<file path="src/rtl/id_stage.sv">
// id_stage: RV decode with same-cycle regfile/CSR read, load-use interlock and a valid/ready output register
module id_stage #(
  parameter int XLEN = 32,
  parameter int M_EXT = 1,
  parameter int CSR_EXT = 1
) (
  input  logic            clk,
  input  logic            rst,
  input  logic            in_valid,
  output logic            in_ready,
  input  logic [31:0]     inst_i,
  input  logic [XLEN-1:0] inst_addr_i,
  output logic [4:0]      reg_raddr1_o,
  output logic [4:0]      reg_raddr2_o,
  input  logic [XLEN-1:0] reg_rdata1_i,
  input  logic [XLEN-1:0] reg_rdata2_i,
  output logic [11:0]     csr_raddr_o,
  input  logic [XLEN-1:0] csr_rdata_i,
  output logic            out_valid,
  input  logic            out_ready,
  input  logic            flush_i,
  output logic            illegal_o,
  output logic [31:0]     inst_o,
  output logic [XLEN-1:0] inst_addr_o,
  output logic            reg_we_o,
  output logic [4:0]      reg_waddr_o,
  output logic [XLEN-1:0] op1_o,
  output logic [XLEN-1:0] op2_o,
  output logic            csr_we_o,
  output logic [11:0]     csr_waddr_o,
  output logic [XLEN-1:0] csr_rdata_o
);
  typedef struct packed {
    logic [31:0]     inst;
    logic [XLEN-1:0] addr;
    logic            we;
    logic [4:0]      waddr;
    logic [XLEN-1:0] op1;
    logic [XLEN-1:0] op2;
    logic            csr_we;
    logic [11:0]     csr_waddr;
    logic [XLEN-1:0] csr_rdata;
    logic            ill;
    logic            load;
  } out_t;
  out_t dec, out_d, out_q;
  logic out_valid_d, out_valid_q, pend_vld_d, pend_vld_q;
  logic [4:0] pend_rd_d, pend_rd_q;
  logic [6:0] opc, f7;
  logic [2:0] f3;
  logic alu_i, alu_r, br, st, ld, jal, jalr, lui, auipc, csr, use1, use2, wr, ok;
  logic hazard, fire_in, fire_out;
  assign opc = inst_i[6:0];
  assign f3 = inst_i[14:12];
  assign f7 = inst_i[31:25];
  assign alu_i = opc == 7'b0010011;
  assign alu_r = opc == 7'b0110011 && (f7 == 7'b0000000 || f7 == 7'b0100000 || (M_EXT != 0 && f7 == 7'b0000001));
  assign br = opc == 7'b1100011 && f3 != 3'b010 && f3 != 3'b011;
  assign st = opc == 7'b0100011 && f3 <= 3'b010;
  assign ld = opc == 7'b0000011 && (f3 <= 3'b010 || f3 == 3'b100 || f3 == 3'b101);
  assign jal = opc == 7'b1101111;
  assign jalr = opc == 7'b1100111 && f3 == 3'b000;
  assign lui = opc == 7'b0110111;
  assign auipc = opc == 7'b0010111;
  assign csr = CSR_EXT != 0 && opc == 7'b1110011 && f3[1:0] != 2'b00;
  assign use1 = alu_i || alu_r || br || st || ld || jalr || (csr && !f3[2]);
  assign use2 = alu_r || br || st;
  assign wr = alu_i || alu_r || ld || jal || jalr || lui || auipc || csr;
  assign ok = wr || br || st;
  // Read addresses are kept apart from the operand mux so the regfile read path is not a comb loop
  assign reg_raddr1_o = use1 ? inst_i[19:15] : 5'd0;
  assign reg_raddr2_o = use2 ? inst_i[24:20] : 5'd0;
  assign csr_raddr_o = csr ? inst_i[31:20] : 12'd0;
  always_comb begin
    dec = '0;
    dec.inst = inst_i;
    dec.addr = inst_addr_i;
    dec.ill = !ok;
    dec.load = ld;
    dec.we = wr;
    dec.waddr = wr ? inst_i[11:7] : 5'd0;
    dec.op1 = use1 ? reg_rdata1_i : (lui || auipc) ? XLEN'(signed'({inst_i[31:12], 12'b0})) : csr ? XLEN'(inst_i[19:15]) : '0;
    dec.op2 = use2 ? reg_rdata2_i : alu_i ? XLEN'(signed'(inst_i[31:20])) : auipc ? inst_addr_i : '0;
    dec.csr_we = csr;
    dec.csr_waddr = csr_raddr_o;
    dec.csr_rdata = csr ? csr_rdata_i : '0;
  end
  assign hazard = (out_valid_q && out_q.load && out_q.waddr != 5'd0 &&
                   (reg_raddr1_o == out_q.waddr || reg_raddr2_o == out_q.waddr)) ||
                  (pend_vld_q && (reg_raddr1_o == pend_rd_q || reg_raddr2_o == pend_rd_q));
  assign in_ready = !flush_i && !hazard && (!out_valid_q || out_ready);
  assign fire_in = in_valid && in_ready;
  assign fire_out = out_valid_q && out_ready;
  always_comb begin
    out_valid_d = flush_i ? 1'b0 : fire_in ? 1'b1 : fire_out ? 1'b0 : out_valid_q;
    pend_vld_d = !flush_i && fire_out && out_q.load && out_q.waddr != 5'd0;
    pend_rd_d = out_q.waddr;
    out_d = fire_in ? dec : out_q;
  end
  always_ff @(posedge clk) begin
    if (rst) begin
      out_valid_q <= 1'b0;
      pend_vld_q <= 1'b0;
      pend_rd_q <= '0;
      out_q <= '0;
    end else begin
      out_valid_q <= out_valid_d;
      pend_vld_q <= pend_vld_d;
      pend_rd_q <= pend_rd_d;
      out_q <= out_d;
    end
  end
  assign out_valid = out_valid_q;
  assign illegal_o = out_q.ill;
  assign inst_o = out_q.inst;
  assign inst_addr_o = out_q.addr;
  assign reg_we_o = out_q.we;
  assign reg_waddr_o = out_q.waddr;
  assign op1_o = out_q.op1;
  assign op2_o = out_q.op2;
  assign csr_we_o = out_q.csr_we;
  assign csr_waddr_o = out_q.csr_waddr;
  assign csr_rdata_o = out_q.csr_rdata;
endmodule

</file>
<file path="config.mk">
export PLATFORM = sky130hd
export DESIGN_NAME = id_stage
export DESIGN_NICKNAME = d
export VERILOG_FILES = /design/src/rtl/id_stage.sv
export SDC_FILE = /design/constraint.sdc
export NUM_CORES = 1
export LEC_CHECK = 0
export BUFFER_PORTS_ARGS = -buffer_cell sky130_fd_sc_hd__buf_4
export CORE_UTILIZATION = 47
export CTS_CLUSTER_DIAMETER = 40
export DETAILED_ROUTE_END_ITERATION = 10
export PLACE_DENSITY = 0.85
export SLEW_MARGIN = 20
export SYNTH_ARGS = -nofsm -noshare
export SYNTH_HDL_FRONTEND = slang
export SYNTH_SLANG_ARGS = --single-unit
</file>
<file path="constraint.sdc">
create_clock -name clk -period 2.62 [get_ports clk]
set_input_delay 0.262 -clock clk [delete_from_list [all_inputs] [get_ports clk]]
set_output_delay 0.262 -clock clk [all_outputs]
set_load 0.01 [all_outputs]
</file>
# == After elaboration in Yosys (flattened, before gate mapping) ==
# Cells that the tools add are included.
# totals
regBits,188
output_inout_bits,204
# classes
order_cmp,1
n_eq_ne,20
n_mux,13
reduce_logical,55
# ops
op,count
two-way mux 32 bit,6
"equality test 7 x 6 -> 1 bit, second input constant",4
"equality test 7 bit, second input constant",4
logical OR 1 bit,25
equality test 5 bit,4
two-way mux 5 bit,4
logical AND 1 bit,19
"equality test 7 x 5 -> 1 bit, second input constant",2
two-way mux 12 bit,1
"equality test 7 x 1 -> 1 bit, second input constant",1
"equality test 7 x 2 -> 1 bit, second input constant",1
logical NOT 7 bit,1
"equality test 3 bit, second input constant",2
"!= test 3 x 2 -> 1 bit, second input constant",2
logical NOT 1 bit,5
nonzero test 5 bit,1
nonzero test 2 bit,2
"<= comparator 3 x 2 -> 1 bit, second input constant",1
logical NOT 3 bit,1
two-way mux 1 bit,2
OR reduction 2 bit,1

# == Longest topological paths before layout ==
# Gate-level depths: netlist of the first run.
# logic_depth
ltp_word,20
depth_mapped,12
depth_no_buf,7

# == Worst setup path after synthesis of the first run ==
# Ideal clock, no wire load.
# synth_timing
kind,reg-to-reg
start,reg out_q (netlist bit reg_waddr_o[4])
end,reg out_q (netlist bit reg_waddr_o[1])
setup_ns,0.121
arrival_time_ns,2.342
t_required_ns,2.499
slack_ns,0.158
stages_incl_launch_ff,10
path_buffers,2
period_less_slack_ns,2.462
path_cell_list,dfxtp_1 > or4_1 > o21bai_1 > or4_1 > o21ai_1 > a221oi_2 > o2111a_1 > buf_4 > buf_6 > mux2_2
# synth_via
elab_chain_len,8
elab_cells_between_ends,11
cone_classes,eq/ne: 2; reduce/logical: 9
# synth_lines
element,line_no,rtl
start: declaration,46,"out_t dec, out_d, out_q;"
start signal: assignment,110,out_q <= out_d;
equality test 5 bit / nonzero test 5 bit (equally long branches),"89, 88",
logical OR 1 bit / logical AND 1 bit (equally long branches),"89, 88",
logical AND 1 bit (*),88,assign hazard = (out_valid_q && out_q.load && out_q.waddr != 5'd0 &&
logical OR 1 bit (*),89,(reg_raddr1_o == out_q.waddr || reg_raddr2_o == out_q.waddr)) ||
logical NOT 1 bit (*),91,assign in_ready = !flush_i && !hazard && (!out_valid_q || out_ready);
logical AND 1 bit (*) (2 in series),91,
logical AND 1 bit (*),92,assign fire_in = in_valid && in_ready;
# Mark *: on every way between the ends. The rest lies on a longest branch, timed or not.
# A chain may end at the register's enable or synchronous reset.

# == Final worst setup path of the first run ==
# layout_timing
start,reg out_q (netlist bit reg_waddr_o[2])
end,reg out_q (netlist bit reg_waddr_o[1])
# The elaborated chain is that of the path after synthesis.

==> results of run 1 <==
-- cells by family (layout without fill, tap and decap cells) --
logic type	count (synthesis)	in the layout
simple gates	445	445
buf+inv	285	518
flops	188	188
mux	181	181
compound gates	95	95
xor+xnor	12	12
other cells	0	1
-- area by class of cell --
type | count | area [sq um]
clock buffer | 19 | 443
timing repair buffer | 481 | 4080
sequential | 188 | 3770
multi-input combinational | 733 | 5570
inverter | 5 | 18.8
antenna | 1 | 2.50
clock inverter | 13 | 146
fill | 1846 | 8490
tap | 313 | 392
-- worst min-delay path, stage by stage --
cell and delay (ns):
buf_4 0.11, nand2b_1 0.06, mux2i_1 0.06
-- registers in the layout (all words and copies together), names as in the netlist --
name and count:
reg_we_o 1, pend_vld_q 1, out_valid 1, reg_waddr_o 5
inst_addr_o 32, inst_o 32, csr_waddr_o 12, illegal_o 1
op1_o 32, op2_o 32, csr_we_o 1, out_q 1
csr_rdata_o 32, pend_rd_q 5
-- power by group --
| group | switching (mW) | leakage (nW) | internal, mW |
|---|---|---|---|
| Sequential | 0.0340 | 1.52 | 2.91 |
| Combinational | 0.435 | 4.43 | 0.552 |
| Clock | 1.30 | 0.292 | 1.39 |
| Total | 1.76 | 6.25 | 4.85 |
-- final timing paths --
path | endpoint | slack (ns) | depth (start not counted)
worst max-delay path | reg_waddr_o[1] | -0.07 | 10
worst min-delay path | inst_addr_o[13] | 0.1 | 3
worst max register to register | reg_waddr_o[1] | -0.07 | 10
worst min register to register | csr_waddr_o[2] | 0.48 | 2
-- synth_stat cells, drive strengths merged, types with 6 or more instances --
master  instances  area share, %
nor2           62            2.1
clkbuf         66            2.2
nand3           8           0.36
nand3b         41            2.8
xnor2           8           0.63
nand2b        200             11
nand2          14           0.47
dfxtp         188             34
a221oi         22            1.8
and2           30            1.7
nor2b          60            3.4
mux2           59            6.1
a22oi          20            1.3
a222oi         11           0.99
a21oi           7           0.42
nand4           6           0.34
o211ai          6           0.40
o21ai           6           0.30
buf           214             15
mux2i         122             11
-- per-stage QoR --
step                      utilization (%)  setup slack, ns  area [sq um]  cells
after global routing                 62.9           -0.140         14400   1753
after global placement               57.7           -0.631         13200   1686
after floorplan                         -            0.158         11100   1206
after CTS                            61.7          -0.0795         14100   1740
after detailed placement             57.7           -0.680         13200   1686
final                                62.9          -0.0684         14400   1753
-- routing by layer --
| metal | part of all wire [%] | track usage [%] | vias up |
|---|---|---|---|
| li1 | - | - | 4333 |
| met1 | 40 | 31.1 | 4371 |
| met2 | 48 | 44.6 | 406 |
| met3 | 9.1 | 7.97 | 52 |
| met4 | 2.6 | 9.62 | 0 |
| met5 | 0 | 0 | - |
-- cell usage in the layout, fill, tap and decap left out, drive strengths merged, types with 7 or more instances in the layout --
master / count
buf: 472
mux2: 59
nand2: 14
a221oi: 22
a22oi: 20
and2: 30
xnor2: 8
clkbuf: 27
nand3: 8
inv: 13
a222oi: 11
nand3b: 41
a21oi: 7
nand2b: 200
dfxtp: 188
nor2b: 60
nor2: 62
mux2i: 122
-- timing repair --
item / 4_1_cts / 5_1_grt
endpoints found under the hold margin: 2 / 0
gates resized for setup: 17 / 22
endpoints found under the setup margin: 189 / 183
pin swaps: 4 / 6
cloned: 4 / 8
setup buffers: 17 / 5
hold buffers: 1 / 0
==> results.md, run 1 <==
* CP delay by family, top: compound AO/OA/AOI/OAI gates
* DR iter-0 viols at 620
* Critical path's largest stage delay at 0.57 ns
* Layout Nets at 1591
* Crit path launch: reg_waddr_o[2]
* Startpoint class of the critical path: flip-flop
* Total CTS buffers at 17
* Worst slew pin tran at 0.920 ns
* WL/cell at 19.3 um
* Drt total wl at 33900 um
* Yosys warning total at 0
* DR pass1 iterations at 7
* Critical path cell sequence: or4_4 -> o21bai_4 -> or4_4 -> o41ai_2 -> a221oi_2 -> buf_4 -> o2111a_4 -> buf_12 -> buf_16 -> mux2_2
* Crit path DAT at 3.01 ns
* Ys async rst share at 0%
* Ys flop type: dfxtp_1
* Crit share post-route at 103%
* Synthesized net count at 1371
* Initial core utilization at 48.6%
* Chip width at 156 um
* Xor/xnor share of the synthesized area at 0.944%
* Synthesized area at 11100 sq um
* Max_cap viols at 0
* Final Worst Setup Slack at -0.0684 ns
* DRT antenna net count at 0
* Initial antenna violation count at 1
* Vias after detailed routing at 9162
* Crit Path Max Fanout at 5
* Sequential share of the synthesized area at 33.8%
* CTS clk-pin slew, worst paths at 0.08 ns
* Clock root cell: clkbuf_16
* Final TNS setup at -2.87 ns
* Vias in the first global route at 9067
* Most common cell on crit path: or4_4
* R2r startpoint: reg_waddr_o[2]
* Critical path's slowest cell: or4_4
* First-pass GRT wire length at 49100 um
* RSZ-0062 raised after global routing: true
* GP Congestion at 0.828
* Fin Hold WS at 0.0977 ns
* Synth Register Bits at 188
* Distinct cells, synth at 56
* Area Overhead vs Synth at 29.6%
* Die Y at 156 um
* Rows at 55
* Critical Path RT at 2.94 ns
* Worst-skew pair later-pin latency at 0.44 ns
* Largest family of logic cells by synthesized area: simple AND/OR/NAND/NOR gates
* Critical Path End Type: flip-flop
* Port Buffer Count at 368
* Failing checks: setup timing
* Power Dens Cells at 459 nW/um^2
* Layout cells sized above 1 at 41.4%
* Worst min path class: input pin to flip-flop
* VDD IR max at 368 uV
* Final min period at 2.69 ns
* Compound-Gate Fraction of Synth Area at 7.16%
* Core area at 22900 sq um
* Multiplexer share of the synthesized area at 17.1%
* Total power draw at 6.62 mW
* Max Fclk at 372 MHz
* Adder-cell share of the synthesized area at 0%
* Bufs and invs on worst path at 3
* Setup CP Type: flip-flop to flip-flop
* Count of final setup violators at 110
* Final Hold Fails at 0
* I/O pins at 369
* CTS max path bufs at 2
* Leak at 6.25 nW
* Mapped Cells at 1206
* DRC at 0
* Post-DP HPWL at 23600 um
* Syn_area_per_cell at 9.23 sq um
* Total track usage at 26.3%
* H-Tree Depth at 4
* Status: finished, violations left
* Overflow after GRT at 0
* Simple-Gate Fraction of Synth Area at 23.9%
* Post-synth EDFFs at 0
* Hold_sp: inst_addr_i[13]
* Die ar. at 24300 sq um
* CTS tree: yes
* Setup Skew at 0.0142 ns
* Final Max Tran Viols at 0
* Vias per cell at 5.23
* CTS sink count at 188
* Largest net degree at the start of global routing at 77
* Slew HR at 38.7%
Note: power is estimated with default switching activity, not from simulation.
==> inputs of run 2 (changes only) <==
==> config.mk (replaced) <==
export PLATFORM = sky130hd
export DESIGN_NAME = id_stage
export DESIGN_NICKNAME = d
export VERILOG_FILES = /design/src/rtl/id_stage.sv
export SDC_FILE = /design/constraint.sdc
export NUM_CORES = 1
export LEC_CHECK = 0
export CELL_PAD_IN_SITES_DETAIL_PLACEMENT = 1
export CELL_PAD_IN_SITES_GLOBAL_PLACEMENT = 1
export CORE_UTILIZATION = 43
export CTS_CLUSTER_DIAMETER = 40
export DETAILED_ROUTE_END_ITERATION = 10
export DONT_BUFFER_PORTS = 1
export PLACE_DENSITY = 0.84
export SLEW_MARGIN = 20
export SYNTH_ARGS = -nofsm -noshare
export SYNTH_HDL_FRONTEND = slang
export SYNTH_SLANG_ARGS = --single-unit
==> results.md, run 2 (same netlist as run 1, synthesis figures left out) <==
* Worst slew pin tran at 0.850 ns (-0.0697 ns)
* Final Hold Fails at 0 (unchanged)
* WL/cell at 25.5 um (+32%)
* Core area at 25300 sq um (+10%)
* Crit path DAT at 3.12 ns (+0.11 ns)
* Largest net degree at the start of global routing at 354 (+360%)
* Met2 wire length at 18500 um (+13%)
* Setup Skew at 0.0152 ns (+0.00103 ns)
* Count of final setup violators at 170 (+55%)
* Most frequent cells in the layout: 200 x nand2b_1, 187 x dfxtp_1, 120 x mux2i_1
* Total power draw at 6.17 mW (-6.7%)
* CTS sink count at 188 (unchanged)
* CTS max path bufs at 2 (unchanged)
* Crit share post-route at 105% (+2.9 points)
* Final Max Tran Viols at 0 (unchanged)
* Critical Path End Type: flip-flop
* Post-route cell area at 11900 sq um (-18%)
* Power Dens Cells at 519 nW/um^2 (+13%)
* Metal3 WL at 3590 um (+16%)
* Worst min path class: input pin to flip-flop
* Reg2reg end: inst_o[12]
* Placed insts at 1301 (-23%)
* Port Buffer Count at 0 (-100%)
* Top sig layer: met5
* Post-DP HPWL at 23000 um (-2.5%)
* Layout Nets at 1260 (-21%)
* GP Congestion at 0.864 (+4.3%)
* R2r startpoint: reg_waddr_o[1]
* CTS clk-pin slew, worst paths at 0.08 ns (about the same)
* Setup WS pre-CTS at -0.0799 ns (+0.600 ns)
* VDD IR max at 396 uV (+7.5%)
* H-Tree Depth at 4 (unchanged)
* Total track usage at 25.5% (-0.74 points)
* RSZ-0062 raised after global routing: true
* Final min period at 2.76 ns (+0.0751 ns)
* Vias in the first global route at 8551 (-5.7%)
* Vias after detailed routing at 8140 (-11%)
* Worst reg-to-reg path cell count at 11 (+1)
* Initial antenna violation count at 1 (unchanged)
* Total CTS buffers at 17 (unchanged)
* DRT antenna net count at 0 (unchanged)
* Status: finished, violations left
* Hold path depth at 2 (-1)
* Worst-skew pair later-pin latency at 0.43 ns (about the same)
* Setup CP Type: flip-flop to flip-flop
* DR pass1 iterations at 6 (-1)
* WHS Endpoint: inst_o[10]
* ANT cells at 0 (-1)
* I/O pins at 369 (unchanged)
* Crit Path Max Fanout at 7 (+2)
* Startpoint class of the critical path: flip-flop
* Placed cell area at 10200 sq um (-23%)
* Final cell count without fillers at 1438 (-18%)
* Max Fclk at 362 MHz (-2.7%)
* DR iter-0 viols at 699 (+13%)
* Drt total wl at 36700 um (+8.2%)
* Clock root cell: clkbuf_16
* First-pass GRT wire length at 51300 um (+4.4%)
* CTS tree: yes
* Overflow after GRT at 0 (unchanged)
* Critical Path RT at 2.98 ns (+0.04 ns)
* Failing checks: setup timing
* Rows at 58 (+5.5%)
* Die ar. at 26500 sq um (+9.2%)
* Max_cap viols at 0 (unchanged)
* Hold_sp: inst_i[10]
* Metal-1 WL at 13600 um (-0.51%)
* Vias per cell at 5.66 (+8.3%)
* DRC at 0 (unchanged)
* Area Overhead vs Synth at 6.88%
* Worst R2R Setup Slack at -0.14 ns (-0.08 ns)
* Most common cell after layout, fill and taps aside: nand2b_1
* Final Worst Setup Slack at -0.144 ns (-0.0751 ns)
* Slew HR at 43.3% (+4.6 points)
* Leak at 4.40 nW (-30%)
* Chip width at 163 um (+4.5%)
* Layout cells sized above 1 at 16.3% (-25 points)
* Initial core utilization at 44.1% (-4.5 points)
* Die Y at 163 um (+4.5%)
[run 2: changes by cell type in the layout (fill, tap and decap cells not counted), moves of 2 or more]
| cell | change |
|---|---|
| buf_4 | -391 |
| dlygate4sd3_1 | +80 |
| buf_6 | -7 |
| buf_12 | -4 |
| buf_16 | -4 |
| clkbuf_16 | -3 |
| clkinv_4 | +2 |
| dfxtp_1 | +2 |
| dfxtp_2 | -2 |
[run 2: layout make-up]
type,instances,area [sq um]
tap,330,413
sequential,188,3760
clock buffer,19,453
inverter,5,18.8
multi-input combinational,733,5550
clock inverter,13,120
timing repair buffer,150,1580
fill,2781,13400
[run 2: layer usage]
metal,up-vias,GRT usage (%)
met4,2,8.75
met2,388,46.4
met3,66,9.27
li1,3672,-
met5,-,0
met1,4012,26.9
[run 2: worst max-delay path by stage]
stage                        start         endpoint  slack (ns)  cells after the start
CTS                 reg_waddr_o[4]  csr_rdata_o[17]        0.02                     10
floorplan           reg_waddr_o[4]   reg_waddr_o[1]        0.16                      9
global route        reg_waddr_o[1]  inst_addr_o[24]       -0.17                     11
global placement        inst_i[27]   reg_waddr_o[2]        0.04                      9
finish              reg_waddr_o[1]       inst_o[12]       -0.14                     11
detailed placement      inst_i[27]  csr_rdata_o[17]       -0.08                     10
[run 2: timing repair]
item / CTS / global route
setup endpoints to repair: 14 / 183
endpoints found under the hold margin: 85 / 1
hold buffers: 80 / 1
pin swaps: 1 / 4
cloned: 0 / 4
buffers inserted: 13 / 7
gates resized for setup: 1 / 15
[run 2: worst max-delay path, cell delays in order, from the launching register on]
cell       delay, ns
dfxtp_2         0.33
or4_4           0.57
o21bai_4        0.16
or4_4           0.16
o41ai_2         0.08
a221oi_2        0.30
buf_4           0.20
o2111a_4        0.26
buf_12          0.14
buf_12          0.14
clkbuf_16       0.17
mux2i_1         0.19
[run 2: metrics by stage]
stage / TNS, ns / util (%) / hold slack [ns]
finish: -10.61 / 47.1 / 0.0123
global route: -17.00 / 47.1 / 0.00315
CTS: 0 / 46.1 / 0.000273
detailed placement: -2.47 / 40.3 / 0.344
global placement: 0 / 40.3 / 0.343
floorplan: 0 / - / 0.340
[run 2: power by group]
group / total (mW) / leakage [nW] / internal (mW) / switching (mW)
Combinational: 0.561 / 2.59 / 0.338 / 0.223
Sequential: 2.99 / 1.52 / 2.91 / 0.0758
Clock: 2.62 / 0.287 / 1.32 / 1.31
